**src/rtl/riscy_pkg.sv**
```systemverilog
// Shared types and default sizes for the RAM arbiter slice.
package riscy_pkg;

  localparam int unsigned DEF_ADR_SIZE = 5;
  localparam int unsigned DEF_DAT_SIZE = 8;

  typedef enum logic [1:0] {
    StIdle,
    StSetup,
    StAccess,
    StDone
  } arb_state_e;

endpackage

```
**src/rtl/rr_pick2.sv**
```systemverilog
// Two-way round-robin pick: a lone eligible request wins outright, a tie goes
// to the requester that was not served last.
module rr_pick2 (
  input  logic [1:0] REQ,
  input  logic       LAST,
  input  logic [1:0] EXCL,
  output logic [1:0] PICK
);

  logic [1:0] eligible;

  always_comb begin
    eligible = REQ & ~EXCL;
    PICK     = 2'b00;
    unique case (eligible)
      2'b01:   PICK = 2'b01;
      2'b10:   PICK = 2'b10;
      2'b11:   PICK = LAST ? 2'b01 : 2'b10;
      default: PICK = 2'b00;
    endcase
  end

endmodule

```
**src/rtl/ram_arb.sv**
```systemverilog
// Two-requester arbiter for a single shared asynchronous RAM. Each access runs
// IDLE -> SETUP -> ACCESS -> DONE, with back-to-back hand-over from DONE.
module ram_arb
  import riscy_pkg::*;
#(
  parameter int unsigned ADR_SIZE = DEF_ADR_SIZE,
  parameter int unsigned DAT_SIZE = DEF_DAT_SIZE
) (
  input  logic                  CLK,
  input  logic                  RST,
  input  logic [1:0]            REQ,
  input  logic [1:0]            WE,
  input  logic [2*ADR_SIZE-1:0] ADR_IN,
  input  logic [2*DAT_SIZE-1:0] WD_IN,
  output logic [1:0]            GNT,
  output logic [1:0]            ACK,
  output logic [DAT_SIZE-1:0]   RD_DATA,
  output logic                  RAM_CS,
  output logic                  RAM_OE,
  output logic [ADR_SIZE-1:0]   RAM_ADR,
  output logic [DAT_SIZE-1:0]   RAM_WD,
  output logic                  RAM_WD_EN,
  input  logic [DAT_SIZE-1:0]   RAM_RD,
  output logic                  BUSY
);

  arb_state_e          state_q, state_d;
  logic [1:0]          gnt_q, gnt_d;
  logic                last_q, last_d;
  logic                we_q, we_d;
  logic [ADR_SIZE-1:0] adr_q, adr_d;
  logic [DAT_SIZE-1:0] wd_q, wd_d;
  logic [DAT_SIZE-1:0] rd_q, rd_d;

  logic [1:0]          pick;
  logic [1:0]          excl;
  logic                sel_we;
  logic [ADR_SIZE-1:0] sel_adr;
  logic [DAT_SIZE-1:0] sel_wd;
  logic                ram_cycle;

  // In DONE the requester just served is masked so the other side gets the slot.
  assign excl = (state_q == StDone) ? gnt_q : 2'b00;

  rr_pick2 u_pick (
    .REQ  (REQ),
    .LAST (last_q),
    .EXCL (excl),
    .PICK (pick)
  );

  always_comb begin
    sel_we  = pick[1] ? WE[1] : WE[0];
    sel_adr = pick[1] ? ADR_IN[ADR_SIZE +: ADR_SIZE] : ADR_IN[0 +: ADR_SIZE];
    sel_wd  = pick[1] ? WD_IN[DAT_SIZE +: DAT_SIZE] : WD_IN[0 +: DAT_SIZE];
  end

  always_comb begin
    state_d = state_q;
    gnt_d   = gnt_q;
    last_d  = last_q;
    we_d    = we_q;
    adr_d   = adr_q;
    wd_d    = wd_q;
    rd_d    = rd_q;
    unique case (state_q)
      StIdle, StDone: begin
        if (pick != 2'b00) begin
          state_d = StSetup;
          gnt_d   = pick;
          we_d    = sel_we;
          adr_d   = sel_adr;
          wd_d    = sel_wd;
        end else begin
          state_d = StIdle;
          gnt_d   = 2'b00;
        end
      end
      StSetup: begin
        state_d = StAccess;
      end
      StAccess: begin
        state_d = StDone;
        last_d  = gnt_q[1];
        if (!we_q) begin
          rd_d = RAM_RD;
        end
      end
      default: begin
        state_d = StIdle;
        gnt_d   = 2'b00;
      end
    endcase
  end

  always_ff @(posedge CLK or negedge RST) begin
    if (!RST) begin
      state_q <= StIdle;
      gnt_q   <= 2'b00;
      last_q  <= 1'b1;
      we_q    <= 1'b0;
      adr_q   <= '0;
      wd_q    <= '0;
      rd_q    <= '0;
    end else begin
      state_q <= state_d;
      gnt_q   <= gnt_d;
      last_q  <= last_d;
      we_q    <= we_d;
      adr_q   <= adr_d;
      wd_q    <= wd_d;
      rd_q    <= rd_d;
    end
  end

  // Strobes decode straight from registered state so reset reaches them at once.
  always_comb begin
    ram_cycle = (state_q == StSetup) || (state_q == StAccess);
    BUSY      = (state_q != StIdle);
    GNT       = gnt_q;
    ACK       = (state_q == StDone) ? gnt_q : 2'b00;
    RAM_CS    = ~ram_cycle;
    RAM_OE    = ram_cycle & ~we_q;
    RAM_WD_EN = (state_q == StAccess) & we_q;
    RAM_ADR   = adr_q;
    RAM_WD    = wd_q;
    RD_DATA   = rd_q;
  end

endmodule

```
**config.mk**
```make
export PLATFORM = sky130hd
export DESIGN_NAME = ram_arb
export DESIGN_NICKNAME = d
export VERILOG_FILES = /design/src/rtl/riscy_pkg.sv /design/src/rtl/rr_pick2.sv /design/src/rtl/ram_arb.sv
export SDC_FILE = /design/constraint.sdc
export NUM_CORES = 1
export LEC_CHECK = 0
export CAP_MARGIN = 25
export CORE_UTILIZATION = 41
export CTS_BUF_LIST = sky130_fd_sc_hd__clkbuf_16
export DETAILED_ROUTE_END_ITERATION = 8
export PLACE_DENSITY = 0.94
export REMOVE_ABC_BUFFERS = 1
export SLEW_MARGIN = 20
export SYNTH_ARGS = -nofsm -noshare
export SYNTH_HDL_FRONTEND = slang
export SYNTH_SLANG_ARGS = --single-unit
```
**constraint.sdc**
```tcl
create_clock -name CLK -period 2.6 [get_ports CLK]
set_input_delay 0.52 -clock CLK [delete_from_list [all_inputs] [get_ports CLK]]
set_output_delay 0.52 -clock CLK [all_outputs]
set_load 0.05 [all_outputs]
```
==> qor.csv, run 1 <==
metric,value,unit
status,"finished, violations left",
violations,DRC,
fin_nets,220,
grt_pass1_wl,4800,µm
cts_buffer_depth,2,
fillers,187,
crit_family,buffers and inverters,
crit_end,RAM_WD_EN,
crit_cells,4,
grt_max_degree,30,
cts_setup_buffers,0,
path_clk_slew,0.07,ns
ys_ff_latch,27,
diodes,0,
synthToLayoutAreaGrowth,60.9,%
min_path_type,reg -> reg,
power.density,1550,nW/µm²
cellLeakagePower,0.906,nW
cp-startpoint,state_q[0]$_DFF_PN0_,
min_period,2.43,ns
cts_tree,built,
cp_data_arrival_time,1.91,ns
path_class,reg -> out,
firstDrtPassIters,6,
cts_made_buffers,3,
cts-root-buf,clkbuf_16,
htree_levels,1,
endpoint_kind,output pin,
synth_area_per_cell,11.6,µm²
slew_headroom,56.1,%
max_cap_violations,0,
synth_top_family_by_area,multiplexers,
die-area,3290,µm²
gp_congestion,0.820,
dpl.hpwl,2210,µm
synth_compound_area_share,11.1,%
post_route_cells_drive_above_1_share,11.4,%
worstRegToRegCells,5,
slew_viol_final,0,
r2r_start,state_q[0]$_DFF_PN0_,
synth_seq_area_share,53.9,%
cp.required,2.08,ns
finalSetupViolations,0,
cp_cell_sequence,inv_1 > ha_1 > and2_1 > clkdlybuf4s50_1,
setup_tns,0,ns
port_buffers,68,
syn_inst,108,
cp_slowest_stage_delay,0.79,ns
synth.distinct_cells,21,
critical-path-slowest-cell,clkdlybuf4s50_1,
period_share,93.4,%
tightestPinTransition,0.658,ns
synthesis.area,1250,µm²
stdcell_count,207,
start_util,44.4,%
grt.total_usage,19.9,%
rows,19,
grt_pass1_vias,1062,
fmax,412,MHz
insertion_delay,0.26,ns
irDropWorstVdd,0.000859,V
post_drt_wl_per_cell,14.3,µm
drt_iter0_drc,12,
vias,1053,
postPlaceCellArea,1940,µm²
design_area,2020,µm²
synth-simple-area-share,7.88,%
gr-total-overflow,0,
regArea,677,µm²
cts.sinks,27,
design.core.area,2830,µm²
routed_wl,2960,µm
r2r_slack,0.74,ns
worst-path-buf-inv,2,
cp_max_fo,5,
utilization,71.4,%
synth_mux_area_share,18.3,%
num_io_pins,69,
synth.yosys.warnings,0,
synth_xor_area_share,0,%
skew,0.00424,ns
cp-start-kind,flop,
detail-route-antenna-nets,0,
rsz0062_at_grt,no,
fp.dieW,57.3,µm
worst_hold_slack,0.506,ns
avgViaCountPerCell,5.09,
dp_cells,203,
drcViolationCount,4,
multiInputGateArea,509,µm²
synthAdderAreaFrac,2.99,%
r2r_end,RAM_WD[5]$_DFFE_PN0P_,
hold_viol_final,0,
die_h,57.3,µm
grt_antenna_before_repair,0,
-- cells by family after synthesis --
kind of cell | after synthesis
AND/OR/NAND/NOR | 23
buffers and inverters | 11
flip-flops | 27
AO/OA/AOI/OAI | 22
multiplexers | 22
adder cells (fa/ha/maj) | 3
-- cell usage in the layout (no fill, tap or decap), types with 2 or more instances in the layout --
cell,synthesis,routed
clkdlybuf4s50_1,0,66
dfrtp_1,26,26
nor2_1,16,16
mux2i_1,14,14
a21oi_1,15,14
mux2_2,8,8
inv_1,5,5
nand2_1,3,3
ha_1,3,3
clkbuf_16,0,3
buf_4,1,3
and2_2,2,2
a21bo_1,2,2
o21ai_0,2,2
-- Yosys cell counts --
master | count | share of area, %
buf_4 | 1 | 0.60
buf_6 | 1 | 0.90
o21bai_4 | 1 | 1.5
nor2_1 | 16 | 4.8
nor2b_1 | 1 | 0.50
mux2i_1 | 14 | 11
ha_1 | 3 | 3.0
o31ai_1 | 1 | 0.60
a21o_1 | 1 | 0.60
inv_1 | 5 | 1.5
buf_2 | 3 | 1.2
a21bo_1 | 2 | 1.6
o21ai_0 | 2 | 0.80
dfstp_2 | 1 | 2.1
nand2_1 | 3 | 0.90
and2_2 | 2 | 1.2
dfrtp_1 | 26 | 52
a21oi_1 | 15 | 6.0
and2_1 | 1 | 0.50
buf_12 | 1 | 1.6
mux2_2 | 8 | 7.2
-- registers in the layout (all words and copies together) (netlist names) --
name / cells
GNT: 2
we_q: 1
state_q: 2
RAM_ADR: 5
RAM_WD: 8
last_q: 1
RD_DATA: 8
-- how the worst min path moves through the flow --
stage | startpoint | end | slack [ns] | cells after the start
after floorplan | RST | GNT[0]$_DFFE_PN0N_ | 0.22 | 0
after global routing | RD_DATA[5]$_DFFE_PN0P_ | RD_DATA[5]$_DFFE_PN0P_ | 0.53 | 1
after detailed placement | RD_DATA[6]$_DFFE_PN0P_ | RD_DATA[6]$_DFFE_PN0P_ | 0.49 | 1
after CTS | RD_DATA[6]$_DFFE_PN0P_ | RD_DATA[6]$_DFFE_PN0P_ | 0.51 | 1
after global placement | RD_DATA[4]$_DFFE_PN0P_ | RD_DATA[4]$_DFFE_PN0P_ | 0.49 | 1
final | RD_DATA[6]$_DFFE_PN0P_ | RD_DATA[6]$_DFFE_PN0P_ | 0.51 | 1
-- power by group --
part	internal (mW)	switching (mW)
registers	0.646	0.127
clock network	0.207	0.140
logic	0.700	1.30
-- per-layer routing --
metal | up-vias | track usage [%] | wire (µm)
met2 | 51 | 33.8 | 1520
li1 | 498 | - | -
met1 | 499 | 23.4 | 1150
met4 | 0 | 6.27 | 36
met5 | - | 0 | 0
met3 | 5 | 7.48 | 255
-- timing repair --
action | in CTS | in global routing
resized for setup | 0 | 1
endpoints found under the setup margin | 0 | 1
hold buffers | 0 | 0
-- layout make-up --
| type | instances | share of cell area (%) |
|---|---|---|
| timing repair buffer | 70 | 34.4 |
| inverter | 5 | 0.929 |
| tap | 31 | 1.92 |
| clock buffer | 3 | 3.72 |
| multi-input combinational | 70 | 25.2 |
| sequential | 27 | 33.5 |
| clock inverter | 1 | 0.248 |
-- per-stage QoR --
step,power (mW),setup slack (ns)
6_report,3.12,0.171
5_1_grt,3.30,0.113
4_1_cts,3.15,0.0221
3_5_place_dp,2.79,0.309
3_3_place_gp,2.71,0.420
2_1_floorplan,2.09,0.322
(Power assumes the default switching activity.)
==> inputs of run 2 (changes only) <==
- CORE_MARGIN: default -> 2
==> run 2 against run 1 <==
The run now ends clean; clock power is 4% lower; final area barely moved; critical endpoint unchanged; via count is 1.9% lower; power decreased by 1.1%.
==> qor.csv, run 2 (synthesis gave the netlist of run 1 again) <==
metric,value,unit
cts_tree,built,
rows,20,
rsz0062_at_grt,no,
switching_power,1.54,mW
routed_wl,2880,µm
status,finished clean,
path_class,reg -> out,
period_share,93.2,%
power.density,1530,nW/µm²
grt_max_degree,30,
skew,0.00312,ns
firstDrtPassIters,4,
cp_max_fo,5,
htree_levels,1,
avgViaCountPerCell,4.94,
post_drt_wl_per_cell,13.8,µm
p_int,1.55,mW
post_route_cells_drive_above_1_share,10.8,%
cts_buffer_depth,2,
grt-busiest-layer,met2,
grt_util_met1,21.1,%
swShare,49.8,%
design.core.area,2980,µm²
synthToLayoutAreaGrowth,61.0,%
cp_data_arrival_time,1.90,ns
cts-root-buf,clkbuf_16,
port_buffers,68,
dp_cells,205,
slew_viol_final,0,
vias,1033,
min_period,2.42,ns
setup_slack,0.176,ns
endpoint_kind,output pin,
max_cap_violations,0,
cp-start-kind,flop,
die-area,3520,µm²
grt.total_usage,17.6,%
cts.sinks,27,
start_util,42.1,%
cts-hold-fix-buffers,0,
combPwrFrac,64.2,%
insertion_delay,0.25,ns
hold_viol_final,0,
grt_antenna_before_repair,0,
dp_slack,0.371,ns
detail-route-antenna-nets,0,
drcViolationCount,0,
fin_nets,220,
utilization,67.9,%
gp_congestion,0.807,
setup_tns,0,ns
cts_made_buffers,3,
grt_use_met3,5.90,%
drt_iter0_drc,11,
p_total,3.09,mW
cp.required,2.08,ns
dpl.hpwl,2270,µm
diodes,0,
grt_use_met2,30.1,%
path_clk_slew,0.06,ns
fp.dieW,59.3,µm
finalSetupViolations,0,
tightestPinTransition,0.704,ns
grt_pass1_vias,997,
min_path_type,reg -> reg,
slew_headroom,53.0,%
fmax,413,MHz
die_h,59.3,µm
num_io_pins,69,
irDropWorstVdd,0.000947,V
final_common_cell,clkdlybuf4s50_1,
seqPwrFrac,25.0,%
cellLeakagePower,0.907,nW
clkPwrFrac,10.8,%
gr-total-overflow,0,
stdcell_count,209,
most-common-layout-cells,"clkdlybuf4s50_1, dfrtp_1, nor2_1, mux2i_1, a21oi_1",
grt_pass1_wl,4670,µm
-- run 2: changes by cell type in the layout (fill, tap and decap cells not counted) --
cell,delta
clkinv_2,-1
inv_1,+1
-- run 2: power groups by stage --
stage	sequential, mW	clock [mW]	combinational [mW]
2_1_floorplan	1.38	0	0.710
3_3_place_gp	0.768	0	1.94
3_5_place_dp	0.777	0	1.99
4_1_cts	0.774	0.343	2.00
5_1_grt	0.800	0.364	2.10
6_report	0.772	0.333	1.98
-- run 2: worst max-delay path, stage by stage (launching register included) --
cell and delay [ns]:
dfrtp_1 0.39, inv_1 0.09, ha_1 0.23, and2_1 0.15
clkdlybuf4s50_1 0.80
-- run 2: what timing repair did --
item	in CTS	in global routing
endpoints found under the setup margin	0	1
setup buffers	0	0
endpoints found under the hold margin	0	0
gates resized for setup	0	1
-- run 2: final cells by class --
cell class / instances / area (µm²)
Clock buffer: 3 / 75.1
Clock inverter: 1 / 3.75
Fill cell: 219 / 957
Inverter: 5 / 18.8
Multi-Input combinational cell: 70 / 509
Sequential cell: 27 / 677
Tap cell: 33 / 41.3
Timing Repair Buffer: 70 / 696
-- run 2: layer usage --
| metal | vias to the layer above | wire (µm) |
|---|---|---|
| met5 | - | 0 |
| met4 | 0 | 24 |
| met3 | 4 | 261 |
| met2 | 46 | 1480 |
| met1 | 485 | 1120 |
| li1 | 498 | - |
-- run 2: metrics by stage --
| stage | hold WS (ns) | area [µm²] |
|---|---|---|
| after floorplan | 0.224 | 1200 |
| after detailed placement | 0.495 | 1940 |
| final | 0.504 | 2020 |
| after CTS | 0.509 | 2020 |
| after global routing | 0.528 | 2020 |
| after global placement | 0.488 | 1940 |
-- run 2: path summary, 6_finish.rpt --
kind	start	end	slack (ns)	cells after the start
max reg2reg	state_q[1]$_DFF_PN0_	RAM_WD[0]$_DFFE_PN0P_	0.75	5
min in group asynchronous	RST	RAM_WD[5]$_DFFE_PN0P_	0.65	1
min reg2reg	RD_DATA[3]$_DFFE_PN0P_	RD_DATA[3]$_DFFE_PN0P_	0.50	1
min	RD_DATA[3]$_DFFE_PN0P_	RD_DATA[3]$_DFFE_PN0P_	0.50	1
max	state_q[0]$_DFF_PN0_	RAM_WD_EN	0.18	4
max in group asynchronous	RST	RAM_ADR[1]$_DFFE_PN0P_	1.31	2
